--- src/rtl/opr1_if.sv ---
// Handshake and datapath-control bundle between the instruction decoder /
// major-state FSM (master) and the Operate Group 1 sequencer (slave).
interface opr1_if;
   logic        CLEAR;
   logic        START;
   logic [11:0] INSTR;
   logic        AC_ALL1;
   logic        BUSY;
   logic        DONE;
   logic        ILLEGAL;
   logic        AC_CLR;
   logic        AC_CMA;
   logic        AC_INC;
   logic        AC_ROT;
   logic        LINK_CLL;
   logic        LINK_CML;
   logic        LINK_SET;
   logic        ROT_LEFT;
   logic        ROT_BSW;

   modport master (
      output CLEAR, START, INSTR, AC_ALL1,
      input  BUSY, DONE, ILLEGAL, AC_CLR, AC_CMA, AC_INC, AC_ROT,
             LINK_CLL, LINK_CML, LINK_SET, ROT_LEFT, ROT_BSW
   );

   modport slave (
      input  CLEAR, START, INSTR, AC_ALL1,
      output BUSY, DONE, ILLEGAL, AC_CLR, AC_CMA, AC_INC, AC_ROT,
             LINK_CLL, LINK_CML, LINK_SET, ROT_LEFT, ROT_BSW
   );
endinterface

--- src/rtl/opr1_sequencer.sv ---
// PDP-8 Operate Group 1 microinstruction sequencer.
// Steps the AC/Link/rotater datapath through clear, complement, increment,
// rotate in PDP-8 event order, skipping phases with nothing to do.
// Build option: define OPR1_BSW_EN to make TWICE with neither RAR nor RAL
// a byte swap (PDP-8/E); otherwise that encoding does no rotate.
//
// state | meaning
// ------+------------------------------------------------------------
// IDLE  | waiting for START; all enables low
// CLR   | CLA / CLL
// CMP   | CMA / CML
// INC   | IAC, carry out of AC complements Link
// ROT1  | first rotate (or byte swap)
// ROT2  | second rotate of RTR / RTL
// FIN   | DONE pulse, enables low, back to IDLE
module opr1_sequencer (
   input  logic     CLK,
   input  logic     RESET_N,
   opr1_if.slave    bus
);

`ifdef OPR1_BSW_EN
   localparam logic BSW_EN = 1'b1;
`else
   localparam logic BSW_EN = 1'b0;
`endif

   typedef enum logic [2:0] {
      S_IDLE, S_CLR, S_CMP, S_INC, S_ROT1, S_ROT2, S_FIN
   } state_t;

   state_t     state_q, state_d;
   logic [7:0] fields_q;
   logic [7:0] fsel;
   logic       illegal_q;
   logic       group1, accept;
   logic       need_clr, need_cmp, need_inc, need_rot1, need_rot2;
   logic       single_rot, is_bsw;

   assign group1 = (bus.INSTR[11:8] == 4'b1110);
   assign accept = (state_q == S_IDLE) && bus.START && !bus.CLEAR;

   // In IDLE the phase plan comes straight from INSTR so the first phase
   // can be chosen on the accepting edge; afterwards it comes from the latch.
   assign fsel       = (state_q == S_IDLE) ? bus.INSTR[7:0] : fields_q;
   assign need_clr   = fsel[7] | fsel[6];
   assign need_cmp   = fsel[5] | fsel[4];
   assign need_inc   = fsel[0];
   assign single_rot = fsel[3] ^ fsel[2];
   assign is_bsw     = BSW_EN & fsel[1] & ~fsel[3] & ~fsel[2];
   assign need_rot1  = single_rot | is_bsw;
   assign need_rot2  = fsel[1] & single_rot;

   // State register, latched instruction fields and the ILLEGAL pulse.
   always_ff @(posedge CLK or negedge RESET_N) begin
      if (!RESET_N) begin
         state_q   <= S_IDLE;
         fields_q  <= 8'h00;
         illegal_q <= 1'b0;
      end else begin
         state_q   <= state_d;
         illegal_q <= accept && !group1;
         if (accept && group1) fields_q <= bus.INSTR[7:0];
      end
   end

   // Next state: advance to the next needed phase; CLEAR overrides all.
   always_comb begin
      state_d = state_q;
      if (bus.CLEAR) begin
         state_d = S_IDLE;
      end else begin
         case (state_q)
            S_IDLE: if (bus.START && group1) begin
               if      (need_clr)  state_d = S_CLR;
               else if (need_cmp)  state_d = S_CMP;
               else if (need_inc)  state_d = S_INC;
               else if (need_rot1) state_d = S_ROT1;
               else                state_d = S_FIN;
            end
            S_CLR: begin
               if      (need_cmp)  state_d = S_CMP;
               else if (need_inc)  state_d = S_INC;
               else if (need_rot1) state_d = S_ROT1;
               else                state_d = S_FIN;
            end
            S_CMP: begin
               if      (need_inc)  state_d = S_INC;
               else if (need_rot1) state_d = S_ROT1;
               else                state_d = S_FIN;
            end
            S_INC:   state_d = need_rot1 ? S_ROT1 : S_FIN;
            S_ROT1:  state_d = need_rot2 ? S_ROT2 : S_FIN;
            S_ROT2:  state_d = S_FIN;
            S_FIN:   state_d = S_IDLE;
            default: state_d = S_IDLE;
         endcase
      end
   end

   // Moore enables decoded from the current phase and latched fields.
   always_comb begin
      bus.BUSY     = (state_q != S_IDLE);
      bus.DONE     = 1'b0;
      bus.ILLEGAL  = illegal_q;
      bus.AC_CLR   = 1'b0;
      bus.AC_CMA   = 1'b0;
      bus.AC_INC   = 1'b0;
      bus.AC_ROT   = 1'b0;
      bus.LINK_CLL = 1'b0;
      bus.LINK_CML = 1'b0;
      bus.LINK_SET = 1'b0;
      bus.ROT_LEFT = 1'b0;
      bus.ROT_BSW  = 1'b0;
      case (state_q)
         S_CLR: begin
            bus.AC_CLR   = fields_q[7];
            bus.LINK_CLL = fields_q[6];
         end
         S_CMP: begin
            bus.AC_CMA   = fields_q[5];
            bus.LINK_CML = fields_q[4];
         end
         S_INC: begin
            bus.AC_INC   = 1'b1;
            bus.LINK_CML = bus.AC_ALL1;
         end
         S_ROT1, S_ROT2: begin
            bus.AC_ROT = 1'b1;
            if (is_bsw) begin
               bus.ROT_BSW = 1'b1;
            end else begin
               bus.LINK_SET = 1'b1;
               bus.ROT_LEFT = fields_q[2];
            end
         end
         S_FIN:   bus.DONE = 1'b1;
         default: ;
      endcase
   end

endmodule
--- src/flat_wrapper.sv ---
// flat-port wrapper written by rule: the top's interface ports become plain ports
module opr1_sequencer_flat 
  (CLK, RESET_N, bus_CLEAR, bus_START, bus_INSTR, bus_AC_ALL1, bus_BUSY, bus_DONE, bus_ILLEGAL, bus_AC_CLR, bus_AC_CMA, bus_AC_INC, bus_AC_ROT, bus_LINK_CLL, bus_LINK_CML, bus_LINK_SET, bus_ROT_LEFT, bus_ROT_BSW);
  opr1_if bus_i ();
  input  logic CLK;
  input  logic RESET_N;
  input wire logic [$bits(bus_i.CLEAR)-1:0] bus_CLEAR;
  input wire logic [$bits(bus_i.START)-1:0] bus_START;
  input wire logic [$bits(bus_i.INSTR)-1:0] bus_INSTR;
  input wire logic [$bits(bus_i.AC_ALL1)-1:0] bus_AC_ALL1;
  output wire logic [$bits(bus_i.BUSY)-1:0] bus_BUSY;
  output wire logic [$bits(bus_i.DONE)-1:0] bus_DONE;
  output wire logic [$bits(bus_i.ILLEGAL)-1:0] bus_ILLEGAL;
  output wire logic [$bits(bus_i.AC_CLR)-1:0] bus_AC_CLR;
  output wire logic [$bits(bus_i.AC_CMA)-1:0] bus_AC_CMA;
  output wire logic [$bits(bus_i.AC_INC)-1:0] bus_AC_INC;
  output wire logic [$bits(bus_i.AC_ROT)-1:0] bus_AC_ROT;
  output wire logic [$bits(bus_i.LINK_CLL)-1:0] bus_LINK_CLL;
  output wire logic [$bits(bus_i.LINK_CML)-1:0] bus_LINK_CML;
  output wire logic [$bits(bus_i.LINK_SET)-1:0] bus_LINK_SET;
  output wire logic [$bits(bus_i.ROT_LEFT)-1:0] bus_ROT_LEFT;
  output wire logic [$bits(bus_i.ROT_BSW)-1:0] bus_ROT_BSW;
  assign bus_i.CLEAR = bus_CLEAR;
  assign bus_i.START = bus_START;
  assign bus_i.INSTR = bus_INSTR;
  assign bus_i.AC_ALL1 = bus_AC_ALL1;
  assign bus_BUSY = bus_i.BUSY;
  assign bus_DONE = bus_i.DONE;
  assign bus_ILLEGAL = bus_i.ILLEGAL;
  assign bus_AC_CLR = bus_i.AC_CLR;
  assign bus_AC_CMA = bus_i.AC_CMA;
  assign bus_AC_INC = bus_i.AC_INC;
  assign bus_AC_ROT = bus_i.AC_ROT;
  assign bus_LINK_CLL = bus_i.LINK_CLL;
  assign bus_LINK_CML = bus_i.LINK_CML;
  assign bus_LINK_SET = bus_i.LINK_SET;
  assign bus_ROT_LEFT = bus_i.ROT_LEFT;
  assign bus_ROT_BSW = bus_i.ROT_BSW;
  opr1_sequencer u_core (.CLK(CLK), .RESET_N(RESET_N), .bus(bus_i));
endmodule
--- config.mk ---
export PLATFORM = sky130hd
export DESIGN_NAME = opr1_sequencer_flat
export DESIGN_NICKNAME = d
export VERILOG_FILES = /design/src/rtl/opr1_if.sv /design/src/rtl/opr1_sequencer.sv /design/src/flat_wrapper.sv
export SDC_FILE = /design/constraint.sdc
export NUM_CORES = 1
export LEC_CHECK = 0
export BUFFER_PORTS_ARGS = -buffer_cell sky130_fd_sc_hd__buf_2
export CORE_ASPECT_RATIO = 1.25
export CORE_MARGIN = 4
export CORE_UTILIZATION = 36
export DETAILED_ROUTE_END_ITERATION = 8
export HOLD_SLACK_MARGIN = 0.15
export PLACE_DENSITY = 0.62
export SLEW_MARGIN = 10
export SYNTH_ARGS = -nofsm -noshare
export SYNTH_HDL_FRONTEND = slang
export SYNTH_SLANG_ARGS = --single-unit
--- constraint.sdc ---
create_clock -name CLK -period 1.75 [get_ports CLK]
set_input_delay 0.175 -clock CLK [delete_from_list [all_inputs] [get_ports CLK]]
set_output_delay 0.175 -clock CLK [all_outputs]
set_load 0.02 [all_outputs]
Yosys cells after proc, flatten, opt, wreduce, memory -nomap -nowiden:

Cells that the tools add are included.

* bits in registers: 12
* bits of input ports: 17
* output and inout bits: 12
* word-level logic and storage cells: 42

* equality and inequality tests: 8
* mux-type cells: 17
* bitwise logic cells: 4
* reductions and logical operators: 10

Operators with widths (count)
* $pmux W3 S6: 1
* $mux W3: 5
* $eq A3 B3 Y1 const B: 3
* $mux W8: 1
* $mux W1: 7
* $eq A3 B2 Y1 const B: 2
* $logic_and A1 B1 Y1: 5
* $eq A4 B4 Y1 const B: 1
* $mux W2: 2
* $eq A3 B1 Y1 const B: 1
* $logic_not A3 Y1: 1
* $ne A3 B3 Y1 const B: 1
* $reduce_bool A3 Y1: 1
* $logic_not A1 Y1: 2
* $or A1 B1 Y1: 2
* $pmux W1 S2: 1
* $reduce_or A2 Y1: 1
* $and A1 B1 Y1: 1
* $xor A1 B1 Y1: 1

Depth between registers and ports, before layout:

* depth in word-level cells: 10
* mapped depth: 5
* gate-level depth less buffers: 4

Worst setup path before layout:

Ideal clock, no wire load.

* path kind: reg-to-output
* start point: register u_core.state_q[2]
* end point: output bus_ROT_LEFT
* arrival time: 1301 ps
* data required time: 1575 ps
* path slack: 274 ps
* cell stages (with the launch flop): 4
* buffers on the path: 1
* path through: dfrtp_1 > buf_2 > nor2b_1 > and2_1

* cells in the longest elaborated chain, start to end: 3
* elaborated cells on any way between the ends: 4
* classes of those cells: 2 x eq/ne; 1 x mux; 1 x reduce/logical

Ends and longest elaborated chain
* start: declaration: line opr1_sequencer.sv:32 `state_t state_q, state_d;`
* start signal: assignment: line opr1_sequencer.sv:61 `state_q <= state_d;`
* $eq A3 B3 Y1: line opr1_sequencer.sv:115 `case (state_q)`
* $reduce_or A2 Y1 *: line opr1_sequencer.sv:115
* $mux W1 *: line opr1_sequencer.sv:115
* end: declaration: line flat_wrapper.sv:21 `output wire logic [$bits(bus_i.ROT_LEFT)-1:0] bus_ROT_LEFT;`

Every way passes the cells marked *; elsewhere a longest branch is shown, timed or not.

Worst setup path after layout:

Same ends and word-level chain as after synthesis.

==> summary.md <==
| Metric | Value |
|---|---|
| Core outline area | 2000 um2 |
| Number of synthesis warnings | 0 |
| Setup crit start kind | flip-flop |
| Maximum number of pins on one net before global-route repair | 13 |
| Setup Crit Path Kind | flip-flop to output port |
| Clk Latency, worst-skew pair | 0.27 ns |
| Critical path's largest stage delay | 0.38 ns |
| Share of the yosys chip area belonging to registers | 38.7% |
| Max-slew violations | 0 |
| Layout Area Growth over Synthesis | 30.3% |
| Global placer's final weighted congestion | 0.812 |
| Diodes inserted | 0 |
| Number of nets still failing antenna checks after routing | 0 |
| TritonCTS Sinks | 12 |
| Areal power density over the cells | 742 nW/um2 |
| Wire length of the first global-routing pass | 2920 um |
| Hold Slack | 0.162 ns |
| Buffer levels on the longest clock path | 2 |
| Most repeated cell in the gate-level netlist after synthesis | sky130_fd_sc_hd__dfrtp_1 |
| WL per Instance | 13.6 um |
| Number of instances in the synthesized netlist | 76 |
| DIE AREA | 2970 um2 |
| Number of buffers inserted during clock tree synthesis | 3 |
| HP Class | primary input to flip-flop |
| Critical path peak fanout | 12 |
| Final setup viols | 0 |
| Ratio of final minimum period to clock period | 92.2% |
| Reg-to-reg critical path startpoint | u_core.state_q[1] |
| Total number of vias | 684 |
| Net count after synthesis | 93 |
| Drt drc | 0 |
| Synth top area share | 38.7% |
| Layout fillers | 196 |
| Endpoint of the worst register-to-register path | u_core.fields_q[6] |
| DRC marker count from the first detailed-route iteration | 10 |
| DRT Pass-1 Iters | 4 |
| Num ports | 29 |
| Smallest setup slack after layout | 0.136 ns |
| Top cell type by total area after synthesis | sky130_fd_sc_hd__dfrtp_1 |
| Share of final-layout standard cells stronger than drive strength 1 | 40.0% |
| Synthesized flop and latch total | 12 |
| Slack of the worst reg-to-reg path | 0.26 ns |
| Final critical delay including setup and external delays | 1.61 ns |
| Number of buffers inserted by port buffering | 27 |
| Worst clock skew on the final layout | 0.00274 ns |
| Most frequently used flop master after synthesis | sky130_fd_sc_hd__dfrtp_1 |
| Post-Route Setup TNS | 0 ns |
| Crit end category | output port |
| Aggregate global routing overflow | 0 |
| Highest Clock Rate | 620 MHz |
| GRT Util Overall | 12.9% |
| Post-synth EDFFs | 0 |
| Standard-cell row count | 18 |
| Post-CTS Repair Setup Buffers | 0 |
| Clock edge transition at the registers on the reported setup and hold paths | 0.08 ns |
| Result of the run | complete, no violations |
| Worst reg-to-reg path cell count | 4 |
| Number of global-route vias before repair | 659 |
| Worst-case setup slack after placement | 0.284 ns |
| Final layout net count | 128 |
| Async set-or-reset flop fraction in the synthesized netlist | 100% |
| IR drop worst, VDD | 0.375 mV |
| CP cell instances | buf_4 > nor2b_1 > and2_1 > buf_2 |
| RSZ-0062 raised after global routing | false |
| Number of max-cap violations | 0 |
| Arr. time, crit path | 1.44 ns |
| Initial antenna violation count | 0 |
| Final Hold Violating Endpoints | 0 |
| Floorplan die height | 59.9 um |
| Distinct cells, synth | 32 |
| Buffer cell driving the clock tree root | sky130_fd_sc_hd__clkbuf_4 |
| Critical path data required time | 1.57 ns |
| Starting Density | 38.7% |
| Overall die width | 49.5 um |
| Worst setup path endpoint | bus_ROT_LEFT |
| Average cell area after synthesis | 10.2 um2 |
| Synthesized area | 776 um2 |
| Static leakage power | 0.000526 uW |
| Post-Route WL | 1770 um |
| Clock tree from TritonCTS | yes |
| Critical Path Start | u_core.state_q[2] |
| Highest-delay cell along the critical path | sky130_fd_sc_hd__dfrtp_1 |
| Total number of H-tree levels | 1 |
| Synth top cells by count | 12 x sky130_fd_sc_hd__dfrtp_1, 8 x sky130_fd_sc_hd__mux2_4, 6 x sky130_fd_sc_hd__a21oi_1, 6 x sky130_fd_sc_hd__nor2_1, 5 x sky130_fd_sc_hd__nor2b_1 |
| Biggest area contributors in the synthesized netlist | sky130_fd_sc_hd__dfrtp_1 39%, sky130_fd_sc_hd__mux2_4 15%, sky130_fd_sc_hd__nor2b_1 4.0% |
| Post-detailed-placement half-perimeter wirelength | 1320 um |
| Via/cell ratio | 5.26 |
## power breakdown
part / total, uW / switching, uW / internal [uW]
registers: 357 / 39.7 / 318
clock network: 224 / 97.5 / 127
logic: 169 / 68.3 / 100
total: 750 / 205 / 544
## final cells by class
cell class | instances | area, um2 | share of cell area (%)
multi-input cells | 57 | 430 | 42.6
flip-flops and latches | 12 | 300 | 29.7
well taps | 20 | 25.0 | 2.48
inverters | 1 | 3.75 | 0.371
clock buffers | 4 | 36.3 | 3.59
repair buffers | 36 | 215 | 21.3
## sequential cells by signal, summed over array words and instances, names as in the netlist
name	cells
u_core.fields_q	8
u_core.state_q	3
u_core.bus.ILLEGAL	1
## worst min path at each step
stage	start	to	slack (ns)	cells past startpoint
global route	bus_INSTR[0]	u_core.fields_q[0]	0.16	2
detailed placement	RESET_N	u_core.fields_q[0]	0.08	1
floorplan	RESET_N	u_core.bus.ILLEGAL	-0.12	0
CTS	bus_INSTR[5]	u_core.fields_q[5]	0.16	2
finish	bus_INSTR[4]	u_core.fields_q[4]	0.16	2
global placement	RESET_N	u_core.fields_q[0]	0.07	1
## timing repair
item / in CTS / in global routing
hold endpoints to repair: 16 / 0
hold buffers: 5 / 0
endpoints found under the setup margin: 0 / 0
resized for setup: 0 / 0
## per-stage QoR
step / power, uW / area (um2) / instances / utilization, %
final: 750 / 1010 / 130 / 50.4
after global routing: 795 / 1010 / 130 / 50.4
after CTS: 757 / 1010 / 130 / 50.4
after detailed placement: 522 / 925 / 121 / 46.1
after global placement: 518 / 925 / 121 / 46.1
after floorplan: 468 / 776 / 76 / -
## worst max-delay path: cells and delay by family, from the launching register on
kind | cells | cell delay, ns
DFF | 1 | 0.38
and+or+nand+nor | 2 | 0.45
buffers and inverters | 2 | 0.34
## kinds of logic (layout without fill, tap and decap cells)
family | Yosys count | after routing | synth area share (%)
AO/OA/AOI/OAI | 12 | 12 | 10.2
XOR/XNOR | 2 | 2 | 2.26
buffers and inverters | 7 | 41 | 5.80
flip-flops | 12 | 12 | 38.7
multiplexers | 9 | 9 | 16.8
other | 1 | 1 | 0.483
AND/OR/NAND/NOR | 33 | 33 | 25.8
## layer usage
| metal | wire (um) | vias to the layer above | GRT usage [%] |
|---|---|---|---|
| met4 | 31 | 0 | 5.93 |
| met1 | 790 | 313 | 16.9 |
| met5 | 0 | - | 0 |
| li1 | - | 336 | - |
| met2 | 815 | 31 | 19.7 |
| met3 | 131 | 4 | 3.49 |
## placed cells by master (no fill, tap or decap), drive strengths merged, types with 3 or more instances in the layout
cell type	count
nor3	3
nor2	6
nand2	4
nor2b	5
clkbuf	4
dlygate4sd3	5
buf	31
mux2	8
dfrtp	12
a21oi	6
Power figures use the tool's default switching activity.
